**config.mk**
```make
export PLATFORM = sky130hd
export DESIGN_NAME = block_deinterleaver_rx
export DESIGN_NICKNAME = d
export VERILOG_FILES = /design/src/rtl/block_deinterleaver_rx.sv
export SDC_FILE = /design/constraint.sdc
export NUM_CORES = 1
export LEC_CHECK = 0
export ABC_CLOCK_PERIOD_IN_PS = 3400
export BUFFER_PORTS_ARGS = -buffer_cell sky130_fd_sc_hd__buf_2
export CAP_MARGIN = 15
export CELL_PAD_IN_SITES_DETAIL_PLACEMENT = 2
export CELL_PAD_IN_SITES_GLOBAL_PLACEMENT = 2
export CORE_ASPECT_RATIO = 1.5
export CORE_MARGIN = 5
export CORE_UTILIZATION = 33
export DETAILED_ROUTE_END_ITERATION = 8
export GPL_TIMING_DRIVEN = 0
export PLACE_DENSITY = 0.74
export SYNTH_ARGS = -nofsm -noshare
export SYNTH_HDL_FRONTEND = slang
export SYNTH_SLANG_ARGS = --single-unit
```
**constraint.sdc**
```tcl
create_clock -name clk -period 3.4 [get_ports clk]
set_input_delay 0.68 -clock clk [delete_from_list [all_inputs] [get_ports clk]]
set_output_delay 0.68 -clock clk [all_outputs]
set_load 0.1 [all_outputs]
```
**src/rtl/block_deinterleaver_rx.sv**
```systemverilog
// Receive-side ROWS x COLS block deinterleaver: column-major serial bits in, row-major word out.
// Optional sync checking (sof mid-block flag plus hunt-for-sof) is built with DIL_SYNC_CHECK_EN.
module block_deinterleaver_rx #(
  parameter int unsigned ROWS = 4,
  parameter int unsigned COLS = 7,
  localparam int unsigned N = ROWS * COLS
) (
  input  logic         clk,
  input  logic         rst,
  input  logic         in_en,
  input  logic         in_bit,
  input  logic         sof,
  output logic         out_en,
  output logic [N-1:0] data_out,
  output logic         sync_err
);

  localparam int unsigned RW = $clog2(ROWS);
  localparam int unsigned CW = $clog2(COLS);
  localparam int unsigned PW = $clog2(N);

`ifdef DIL_SYNC_CHECK_EN
  typedef enum logic [1:0] {StIdle, StFill, StHunt} state_e;
`else
  typedef enum logic [1:0] {StIdle, StFill} state_e;
`endif

  state_e        state_q, state_d;
  logic [RW-1:0] r_q, r_d, eff_r;
  logic [CW-1:0] c_q, c_d, eff_c;
  logic [N-1:0]  asm_q, asm_d, asm_new;
  logic [N-1:0]  data_q, data_d;
  logic          out_en_q, out_en_d;
  logic [PW-1:0] pos;
  int unsigned   idx;
  logic          last;
  logic          take;

`ifdef DIL_SYNC_CHECK_EN
  logic sync_err_q;
  logic err_set;
`endif

  always_comb begin
    state_d  = state_q;
    r_d      = r_q;
    c_d      = c_q;
    asm_d    = asm_q;
    data_d   = data_q;
    out_en_d = 1'b0;
    take     = 1'b0;
`ifdef DIL_SYNC_CHECK_EN
    err_set  = 1'b0;
`endif
    // An accepted sof forces this bit to k = 0, dropping any partial block.
    eff_r   = sof ? '0 : r_q;
    eff_c   = sof ? '0 : c_q;
    idx     = 32'(eff_r) * COLS + 32'(eff_c);
    pos     = PW'(N - 1 - idx);
    last    = (eff_r == RW'(ROWS - 1)) && (eff_c == CW'(COLS - 1));
    asm_new = asm_q;
    asm_new[pos] = in_bit;

    if (in_en) begin
      take = 1'b1;
`ifdef DIL_SYNC_CHECK_EN
      if (sof && state_q == StFill) err_set = 1'b1;
      if (!sof && state_q == StHunt) take = 1'b0;
      if (!sof && state_q == StIdle && sync_err_q) begin
        take    = 1'b0;
        state_d = StHunt;
      end
`endif
      if (take) begin
        asm_d = asm_new;
        if (last) begin
          data_d   = asm_new;
          out_en_d = 1'b1;
          state_d  = StIdle;
          r_d      = '0;
          c_d      = '0;
        end else begin
          state_d = StFill;
          if (eff_r == RW'(ROWS - 1)) begin
            r_d = '0;
            c_d = eff_c + 1'b1;
          end else begin
            r_d = eff_r + 1'b1;
            c_d = eff_c;
          end
        end
      end
    end
  end

  always_ff @(posedge clk or negedge rst) begin
    if (!rst) begin
      state_q  <= StIdle;
      r_q      <= '0;
      c_q      <= '0;
      asm_q    <= '0;
      data_q   <= '0;
      out_en_q <= 1'b0;
    end else begin
      state_q  <= state_d;
      r_q      <= r_d;
      c_q      <= c_d;
      asm_q    <= asm_d;
      data_q   <= data_d;
      out_en_q <= out_en_d;
    end
  end

`ifdef DIL_SYNC_CHECK_EN
  always_ff @(posedge clk or negedge rst) begin
    if (!rst) begin
      sync_err_q <= 1'b0;
    end else if (err_set) begin
      sync_err_q <= 1'b1;
    end
  end

  assign sync_err = sync_err_q;
`else
  assign sync_err = 1'b0;
`endif

  assign out_en   = out_en_q;
  assign data_out = data_q;

endmodule
```
### Word-level counts from Yosys, hierarchy flattened

Cells that the tools add are included.

| storage, ports and cells | value |
|---|---|
| register bits after elaboration | 62 |
| latch bits | 0 |
| RAM bits | 0 |
| bits in read-only memories | 0 |
| input bits | 5 |
| output and inout port bits | 30 |
| memories kept | 0 |

| cells by class | value |
|---|---|
| add/subtract/negate cells | 4 |
| $mul | 1 |
| div/mod/pow operators | 0 |
| $lt $le $gt $ge | 2 |
| eq/ne operators | 2 |
| shifts and indexed selects | 0 |
| muxes and demuxes | 11 |
| bitwise operators | 0 |
| reduce and logical (&&, ||, !) cells | 3 |

Operator list:

| cell | number |
|---|---|
| $bwmux 28 | 1 |
| $mux 3 | 3 |
| $lt 5x6->1 const B | 1 |
| $mux 2 | 3 |
| $add 5x3->5 | 1 |
| $demux 1 s5 | 1 |
| $ge 5x1->1 const B | 1 |
| $mul 2x3->5 const B | 1 |
| $sub 5x5->5 const A | 1 |
| $add 3x1->3 const B | 1 |
| $eq 3x3->1 const B | 1 |
| $mux 1 | 3 |
| $add 2x1->2 const B | 1 |
| $eq 2x2->1 const B | 1 |
| $logic_and 1x1->1 | 2 |
| $reduce_and 2->1 | 1 |

### Depth between registers and ports, before layout

Gate-level depths: netlist of run 1.

| depth | value |
|---|---|
| depth after elaboration | 9 |
| depth in mapped cells | 15 |
| mapped depth without buffers | 13 |

### Worst setup path before layout of run 1

Ideal clock, no wire load.

| timing path | value |
|---|---|
| path type | input to register |
| from | input sof |
| to | register data_q[17], in the netlist data_out[17] |
| arrival | 3.313 ns |
| data required time | 3.270 ns |
| setup slack | -0.043 ns |
| stages | 12 |
| path buffers | 2 |
| path through | nand2b_1 -> ha_1 -> fa_1 -> ha_1 -> inv_1 -> fa_1 -> clkbuf_1 -> nor2b_1 -> clkbuf_1 -> nand2_1 -> o21ai_0 -> a31oi_1 |

| between the ends | value |
|---|---|
| longest elaborated chain between the ends | 9 |
| elaborated cells between the ends (all ways) | 15 |
| those cells by class | add/sub (2); mul (1); order compare (2); eq/ne (2); mux (5); reduce/logical (3) |

Ends and longest elaborated chain:

| item | line | text |
|---|---|---|
| start: declaration | 12 | `input logic sof,` |
| $mux 2 | 56 | `eff_r = sof ? '0 : r_q;` |
| $mul 2x3->5 | 58 | `idx = 32'(eff_r) * COLS + 32'(eff_c);` |
| $add 5x3->5 | 58 |  |
| $sub 5x5->5 | 59 | `pos = PW'(N - 1 - idx);` |
| $lt 5x6->1 (implied by the code) or $ge 5x1->1 (tied branches) | 62 | `asm_new[pos] = in_bit;` |
| $logic_and 1x1->1 (implied by the code) | 62 |  |
| $mux 1 (implied by the code) | 62 |  |
| $demux 1 s5 | 62 |  |
| $bwmux 28 | 62 |  |
| end signal: assignment | 109 | `data_q <= data_d;` |
| end: declaration | 32 | `logic [N-1:0] data_q, data_d;` |

Several ways; a longest one is shown, not always the timed one.
A chain may end at the register's enable or synchronous reset.

### Worst setup path after layout of run 1

| timing path | value |
|---|---|
| from | input sof |
| to | register asm_q[19] |

| between the ends | value |
|---|---|
| longest elaborated chain between the ends | 9 |
| elaborated cells between the ends (all ways) | 11 |
| those cells by class | add/sub (2); mul (1); order compare (2); mux (5); reduce/logical (1) |

Ends and longest elaborated chain:

| item | line | text |
|---|---|---|
| $mux 2 | 56 |  |
| $mul 2x3->5 | 58 |  |
| $add 5x3->5 * | 58 |  |
| $sub 5x5->5 * | 59 |  |
| $lt 5x6->1 (implied by the code) or $ge 5x1->1 (tied branches) | 62 |  |
| $logic_and 1x1->1 (implied by the code) | 62 |  |
| $mux 1 (implied by the code) | 62 |  |
| $demux 1 s5 * | 62 |  |
| $bwmux 28 * | 62 |  |
| end signal: assignment | 108 | `asm_q <= asm_d;` |
| end: declaration | 31 | `logic [N-1:0] asm_q, asm_d, asm_new;` |

Every way passes the cells marked *; elsewhere a longest branch is shown, timed or not.

==> flow_summary_export.csv, run 1 <==
group,metric,value,unit
floorplan,io_pins,35,
finish,drive_above_1_share,0.2748,
synthesis,synth_area_leaders,"dfrtp_1 (47%), mux2_1 (7.1%), a31oi_1 (5.5%)",
cts,cts-htree-levels,3,
detailed_routing,firstDrtPassIters,4,
place,post-dp-hpwl,7620,um
timing,fmax,304.0,MHz
cts,root_buffer,"clkbuf_16",
global_route,track_usage,0.1800,
setup_path,critical-path-top-delay-family,"adder cells",
timing,fin_crit,3.289,ns
setup_path,arrival,3.52,ns
job,max_cap_violations,0,
synthesis,synth_top_area_frac,0.4688,
synthesis,syn-num-nets,362,
synthesis,async_flop_share,1.000,
place,routabilityCongestion,0.7924,
setup_path,crit_path_end_kind,"register",
pwr,ir_worst_vdd,0.0002854,V
cts,cts_buffers,9,
timing,fin_crit_sh,0.9675,
synthesis,ys_warn_count,0,
detailed_routing,ant_nets,0,
timing,hold_violations,0,
setup_path,worstPathCellList,"buf_2 -> nand2b_4 -> ha_1 -> fa_1 -> ha_1 -> inv_1 -> fa_2 -> nand2b_1 -> buf_2 -> nor3_1 -> mux2_1",
synthesis,synth_area,3309,sq um
cts,cts_tree,"done",
detailed_routing,routed_wl,10700,um
synthesis,synth_edf_count,0,
detailed_routing,drt-initial-drc-count,90,
setup_path,critPathLaunchType,"input port",
cts,clk-insertion-delay-late,0.34,ns
timing,slew-limit-headroom,0.4401,
global_route,grt_max_degree,63,
synthesis,synthCells,349,
pwr,p_total,2581,uW
global_route,grt-ovfl-total,0,
floorplan,core_area,9744,sq um
finish,syn2layout_area_growth,23.63,%
detailed_routing,viasPerCell,5.443,
timing,skew,0.004655,ns
global_route,antenna_found_initial,0,
setup_path,worst-path-max-fanout,8,
detailed_routing,drc,0,
floorplan,die_height,132.7,um
timing,report.final.slew_viol_count,0,
finish,insertedDiodeCount,0,
synthesis,synthFlopType,"dfrtp_1",
global_route,grt_pass1_wl,16990,um
setup_path,critical-path-max-stage-delay,0.64,ns
cts,cts_hold_buf,0,
finish,final_area,4091,sq um
synthesis,synth_top_area_cell,"dfrtp_1",
timing,grt_setup_unrepaired,"yes",
cts,clk_pin_slew_worst_paths,0.06,ns
floorplan,rows,44,
setup_path,cp_num_buf_inv,3,
place,place_area,3623,sq um
synthesis,ys_types,35,
finish,nNetsFinal,413,
pwr,power_density,630.8,nW/um^2
setup_path,critPathKind,"input port to register",
timing,setup_viol,0,
detailed_routing,via_count,2825,
detailed_routing,routedWlPerCell,20.62,um
setup_path,worstPathRequired,3.63,ns
worst_hold_path,hold_class,"input port to async pin",
setup_path,crit_slowest_cell,"fa_2",
outcome,outcome,"finished clean",
place,pre_cts_slack,-0.8095,ns
floorplan,die_w,91.77,um
global_route,grt_pass1_vias,3077,
timing,layout_setup_ws,0.1105,ns
floorplan,initial_core_util,0.3396,
timing,worst_pin_slew,0.8399,ns
cts,clock_path_buffers,2,
synthesis,seq_area_frac_synth,0.4688,
place,port-buffer-count,33,
pwr,leakage,0.001828,uW
synthesis,synth_seq_cells,62,
cts,clock_sink_count,62,
synthesis,syn_avg_cell_area,9.483,sq um
floorplan,die_area,12170,sq um
cell usage after synthesis (2+ instances only):
master	instances
a21oi_1	3
a31oi_1	29
and2_1	3
buf_2	10
buf_4	3
buf_6	4
clkbuf_1	17
dfrtp_1	62
fa_1	3
ha_1	5
inv_1	10
mux2_1	21
mux2_2	8
nand2_1	23
nand2b_1	3
nand3_1	32
nand4_1	6
nor2_1	36
nor2b_1	4
nor3_1	21
nor4_1	2
o21ai_0	28
o22ai_1	3
o31ai_1	2
stage by stage:
| stage | setup TNS (ns) | utilization | hold WS (ns) | std cells |
|---|---|---|---|---|
| 3_3_place_gp | -22.62 | 0.3716 | 0.4657 | 497 |
| 4_1_cts | 0 | 0.4045 | 0.4849 | 511 |
| 3_5_place_dp | -27.75 | 0.3719 | 0.4709 | 497 |
| 2_1_floorplan | -0.01580 | - | 0.3844 | 349 |
| 6_report | 0 | 0.4199 | 0.4390 | 519 |
| 5_1_grt | -0.1052 | 0.4199 | 0.5009 | 519 |
placed cells by master, fill, tap and decap left out, types with 10 or more instances in the layout:
cell type	instances
nand3_1	32
nor2_1	33
nor3_1	10
a31oi_1	29
buf_4	13
buf_2	42
clkbuf_1	12
o21ai_1	11
dfrtp_1	61
mux2_1	21
nor3_2	11
o21ai_0	17
nand2_1	22
registers in the layout, indices dropped and copies added (netlist names):
signal / count
asm_q: 28
out_en: 1
c_q: 3
data_out: 28
r_q: 2
final cells by class:
type | count | area (sq um)
Fill cell | 1049 | 5653
Multi-Input combinational cell | 242 | 1644
Sequential cell | 62 | 1553
Clock buffer | 11 | 242.7
Timing Repair Buffer | 41 | 225.2
Buffer | 34 | 197.7
Tap cell | 115 | 143.9
Clock inverter | 4 | 47.55
Inverter | 10 | 37.54
cells by family (layout without fill, tap and decap cells):
family | after synthesis | in the layout | share of synthesized area
simple gates | 135 | 135 | 0.1932
fa+ha+maj | 8 | 8 | 0.03705
other cells | 1 | 1 | 0.001133
buf+inv | 45 | 100 | 0.06730
mux | 29 | 29 | 0.09868
flops | 62 | 62 | 0.4688
compound gates | 66 | 66 | 0.1146
xor+xnor | 3 | 3 | 0.01928
where the power goes:
part           switching [uW]  internal [uW]  total [uW]
registers                71.7            865         937
logic                     449            271         720
clock network             344            580         924
total                     865           1720        2580
worst paths after layout:
| kind | startpoint | to | slack (ns) | cells past startpoint |
|---|---|---|---|---|
| hold / removal | rst | r_q[1] | 0.44 | 1 |
| setup / recovery | sof | asm_q[19] | 0.11 | 11 |
| hold reg to reg | asm_q[4] | asm_q[4] | 0.48 | 1 |
| min in group clk | asm_q[4] | asm_q[4] | 0.48 | 1 |
| max in group asynchronous | rst | r_q[1] | 2.39 | 1 |
| setup reg to reg | r_q[1] | asm_q[19] | 0.16 | 11 |
repair_timing:
item                                   in CTS  in global routing
endpoints found under the hold margin       0                  0
buffers inserted                            0                  8
setup endpoints to repair                  56                 43
pin swaps                                   0                  4
gates resized for setup                    12                 40
per-layer routing:
layer  GRT usage  vias up  wire, um
li1            -     1325         -
met1      0.2066     1442      4430
met2      0.3294       37      5757
met3     0.03580       21       259
met4     0.06033        0       254
met5           0        -         0
(Power assumes the default switching activity.)
==> run 2: changes to the inputs <==
Settings changed: PLACE_DENSITY 0.74 to 0.81.
==> flow_summary_export.csv, run 2 (same netlist as run 1, synthesis figures left out) <==
group,metric,value,unit
finish,area.sequential,1553,sq um
detailed_routing,via_count,2879,
floorplan,io_pins,35,
worst_hold_path,hold_class,"input port to async pin",
finish,drive_above_1_share,0.2594,
setup_path,critical-path-max-stage-delay,0.51,ns
cts,clk-insertion-delay-late,0.34,ns
detailed_routing,viasPerCell,5.579,
floorplan,die_area,12170,sq um
timing,report.final.slew_viol_count,0,
finish,final_area,4035,sq um
floorplan,rows,44,
timing,hold_violations,0,
floorplan,die_height,132.7,um
place,routabilityCongestion,0.7829,
setup_path,crit_slowest_cell,"fa_1",
setup_path,worst-path-max-fanout,8,
finish,nFillCells,1037,
detailed_routing,ant_nets,0,
cts,cts_tree,"done",
timing,fmax,300.8,MHz
global_route,grt-ovfl-total,0,
pwr,power_density,626.3,nW/um^2
pwr,ir_worst_vdd,0.0002664,V
cts,clk_pin_slew_worst_paths,0.05,ns
outcome,outcome,"finished clean",
place,place_area,3623,sq um
detailed_routing,routed_wl,11180,um
detailed_routing,drt-initial-drc-count,72,
place,port-buffer-count,33,
global_route,grt_use_met2,0.3562,
global_route,grt_max_degree,63,
detailed_routing,firstDrtPassIters,4,
timing,worst_pin_slew,0.8328,ns
timing,setup_viol,0,
global_route,track_usage,0.1902,
pwr,leakage,0.001813,uW
global_route,antenna_found_initial,0,
global_route,gr-usage-met1,0.2064,
finish,insertedDiodeCount,0,
cts,cts_buffers,9,
floorplan,die_w,91.77,um
cts,clock_sink_count,62,
setup_path,critPathLaunchType,"input port",
finish,nNetsFinal,410,
detailed_routing,routedWlPerCell,21.67,um
global_route,globalRoute.busiestLayer,"met2",
setup_path,critical-path-top-delay-family,"adder cells",
cts,cts-htree-levels,3,
cts,clock_path_buffers,2,
job,max_cap_violations,0,
global_route,grt_pass1_wl,18180,um
timing,skew,0.007427,ns
detailed_routing,drc,0,
global_route,grt_pass1_vias,3303,
floorplan,initial_core_util,0.3396,
floorplan,core_area,9744,sq um
timing,fin_crit,3.325,ns
cts,root_buffer,"clkbuf_16",
setup_path,cp_num_buf_inv,3,
place,post-dp-hpwl,7848,um
timing,fin_crit_sh,0.9779,
pwr,p_total,2527,uW
finish,final_common_cell,"dfrtp_1",
setup_path,r2r_slack,0.13,ns
timing,slew-limit-headroom,0.4448,
setup_path,critPathKind,"input port to register",
finish,mostFrequentLayoutCells,"dfrtp_1 (61), buf_2 (41), nor2_1 (33), nand3_1 (32), a31oi_1 (29)",
finish,multi_input_area,1614,sq um
global_route,gr-usage-met3,0.03977,
setup_path,arrival,3.54,ns
setup_path,crit_path_end_kind,"register",
setup_path,worstPathCellList,"buf_2 -> nand2b_4 -> ha_4 -> fa_1 -> ha_2 -> inv_2 -> fa_2 -> buf_6 -> nor4_1 -> mux2_2",
setup_path,worstPathRequired,3.62,ns
finish,syn2layout_area_growth,21.93,%
## run 2: changes by cell type in the layout (fill, tap and decap cells not counted), sizes merged
cell,previous run,this run
buf,60,57
clkinv,2,3
bufinv,1,0
## run 2: cell type report
type / instances / share of cell area
Buffer: 34 / 0.04930
Clock buffer: 11 / 0.06264
Clock inverter: 4 / 0.005581
Inverter: 10 / 0.009302
Multi-Input combinational cell: 242 / 0.4000
Sequential cell: 62 / 0.3848
Tap cell: 115 / 0.03566
Timing Repair Buffer: 38 / 0.05271
## run 2: report_power, final
| part | switching [uW] | internal [uW] | total (uW) |
|---|---|---|---|
| clock network | 338 | 524 | 862 |
| registers | 77.6 | 865 | 943 |
| logic | 449 | 274 | 723 |
| total | 864 | 1660 | 2530 |
## run 2: layer usage
| layer | vias to the layer above | wire length (um) |
|---|---|---|
| met5 | - | 0 |
| li1 | 1326 | - |
| met2 | 40 | 6302 |
| met3 | 16 | 304 |
| met4 | 0 | 197 |
| met1 | 1497 | 4379 |
## run 2: path summary, 6_finish.rpt
| path | from | endpoint | depth (start not counted) |
|---|---|---|---|
| setup / recovery | sof | asm_q[26] | 10 |
| hold / removal | rst | c_q[0] | 1 |
| setup reg to reg | r_q[1] | asm_q[26] | 10 |
| hold reg to reg | asm_q[0] | asm_q[0] | 1 |
| max in group asynchronous | rst | r_q[1] | 1 |
| min in group clk | asm_q[0] | asm_q[0] | 1 |
## run 2: metrics by stage
stage	util	instances	hold WS [ns]	TNS, ns	setup WS [ns]
after CTS	0.4023	511	0.4846	0	0.003194
after detailed placement	0.3719	497	0.4725	-26.30	-0.7696
after global routing	0.4141	516	0.4982	-0.003779	-0.001853
after global placement	0.3716	497	0.4636	-20.23	-0.6396
final	0.4141	516	0.4470	0	0.07510
after floorplan	-	349	0.3844	-0.01580	-0.007952
## run 2: what timing repair did
item | 4_1_cts | 5_1_grt
resized for setup | 12 | 35
endpoints found under the setup margin | 55 | 50
endpoints found under the hold margin | 0 | 0
hold buffers | 0 | 0
pin swaps | 0 | 3
buffers inserted | 0 | 5
==> run 3: changes to the inputs <==
Settings changed: ABC_CLOCK_PERIOD_IN_PS 3400 to 2700, CORE_ASPECT_RATIO 1.5 to 2.
Clock period 3.4 ns to 2.7 ns, I/O delays scaled along.
==> flow_summary_export.csv, run 3 (same netlist as run 1, synthesis figures left out) <==
group,metric,value,unit
outcome,outcome,"complete, but fails checks",
outcome,violations,"negative setup slack",
floorplan,io_pins,35,
timing,grt_setup_unrepaired,"yes",
finish,drive_above_1_share,0.5727,
finish,nNetsFinal,441,
detailed_routing,routedWlPerCell,30.20,um
setup_path,cp_num_buf_inv,6,
detailed_routing,via_count,3329,
pwr,leakage,0.002245,uW
global_route,grt_pass1_wl,22990,um
floorplan,core_area,9763,sq um
finish,multi_input_area,2317,sq um
timing,fin_crit,3.314,ns
detailed_routing,routed_wl,17070,um
timing,slew-limit-headroom,0.4452,
global_route,grt-ovfl-total,0,
global_route,antenna_found_initial,0,
pwr,ir_worst_vdd,0.0006898,V
setup_path,crit_path_end_kind,"register",
finish,final_common_cell,"dfrtp_1",
floorplan,die_w,80.81,um
timing,fmax,301.7,MHz
cts,cts_buffers,9,
timing,hold_violations,0,
timing,skew,0.007793,ns
pwr,power_density,804.7,nW/um^2
setup_path,worstPathRequired,2.93,ns
finish,mostFrequentLayoutCells,"dfrtp_1 (59), buf_2 (37), nor2_1 (33), buf_4 (25), a31oi_1 (23)",
detailed_routing,drc,0,
job,max_cap_violations,0,
detailed_routing,firstDrtPassIters,4,
setup_path,arrival,3.54,ns
setup_path,worst-path-max-fanout,9,
floorplan,die_height,151.6,um
detailed_routing,viasPerCell,5.892,
cts,clock_sink_count,62,
pwr,p_total,4195,uW
place,routabilityCongestion,0.7951,
timing,layout_setup_ws,-0.6140,ns
timing,worst_pin_slew,0.8323,ns
setup_path,critical-path-max-stage-delay,0.43,ns
finish,nFillCells,970,
place,post-dp-hpwl,8324,um
setup_path,critPathKind,"input port to register",
global_route,track_usage,0.2615,
detailed_routing,ant_nets,0,
place,port-buffer-count,33,
cts,root_buffer,"clkbuf_16",
finish,syn2layout_area_growth,57.50,%
cts,clock_path_buffers,2,
floorplan,initial_core_util,0.3390,
timing,fin_crit_sh,1.227,
floorplan,rows,51,
place,pre_cts_slack,-0.9330,ns
global_route,grt_max_degree,63,
cts,cts_tree,"done",
finish,fin_util,0.5339,
timing,setup_viol,56,
floorplan,die_area,12250,sq um
worst_hold_path,hold_class,"input port to async pin",
cts,clk_pin_slew_worst_paths,0.06,ns
global_route,grt_pass1_vias,3704,
timing,report.final.slew_viol_count,0,
setup_path,critical-path-top-delay-family,"buffers and inverters",
finish,area.sequential,1555,sq um
setup_path,worstPathCellList,"buf_2 -> inv_1 -> nand2_1 -> inv_2 -> ha_1 -> inv_1 -> fa_2 -> buf_4 -> nor2b_1 -> clkbuf_2 -> nand2_1 -> nor3_2 -> mux2_1",
cts,cts-htree-levels,3,
cts,clk-insertion-delay-late,0.35,ns
setup_path,critPathLaunchType,"input port",
detailed_routing,drt-initial-drc-count,223,
setup_path,crit_slowest_cell,"fa_2",
timing,whs,0.2701,ns
finish,insertedDiodeCount,0,
run 3: cell types whose count changed in the layout (fill, tap and decap cells not counted), moves of 15 or more:
cell,previous run,this run
buf_4,8,25
mux2_4,3,21
nand3_1,32,8
nand3_2,0,17
nor3_1,19,1
nor3_4,0,15
o21ai_0,18,1
o21ai_2,2,20
run 3: layer usage:
layer	track usage	part of all wire	vias up
met2	0.4716	0.56	126
met4	0.1658	0.052	0
met3	0.04852	0.036	57
met1	0.2692	0.35	1758
met5	0	0	-
li1	-	-	1388
run 3: layout make-up:
type	instances	area share
Buffer	31	0.05521
Clock buffer	12	0.04729
Clock inverter	4	0.004321
Inverter	10	0.007201
Multi-Input combinational cell	242	0.4446
Sequential cell	62	0.2984
Tap cell	132	0.03168
Timing Repair Buffer	72	0.1114
run 3: path summary, 6_finish.rpt:
| kind | cells after the start | slack (ns) | from | to |
|---|---|---|---|---|
| max | 13 | -0.61 | sof | asm_q[0] |
| min | 1 | 0.27 | rst | asm_q[27] |
| max reg2reg | 10 | -0.60 | r_q[0] | asm_q[0] |
| min reg2reg | 1 | 0.52 | asm_q[4] | asm_q[4] |
| max in group asynchronous | 1 | 1.82 | rst | c_q[2] |
| min in group clk | 2 | 0.52 | sof | r_q[1] |
run 3: timing repair:
item | in CTS | in global routing
endpoints found under the setup margin | 56 | 56
gates resized for setup | 117 | 73
setup buffers | 23 | 14
gates cloned | 2 | 2
pin swaps | 31 | 52
hold buffers | 0 | 0
run 3: metrics by stage:
stage               cells  area, sq um  TNS (ns)
floorplan             349         3542    -15.07
global placement      514         3872    -37.58
detailed placement    514         3875    -43.89
CTS                   552         4745    -17.15
global route          565         5213    -28.05
finish                565         5213    -23.19
run 3: worst reg2reg max path: stages, from the launching register on:
cell	delay (ns)
dfrtp_2	0.45
and2b_2	0.24
ha_1	0.20
inv_1	0.09
fa_2	0.43
buf_4	0.21
nor2b_1	0.21
clkbuf_2	0.32
nand2_1	0.35
nor3_2	0.32
mux2_1	0.36
run 3: power breakdown:
group          switching (uW)  total, uW  internal [uW]  leakage, uW
sequential                165       1260           1090     0.000833
clock                     461       1100            642     0.000132
combinational            1030       1840            807      0.00128
total                    1660       4190           2540      0.00225
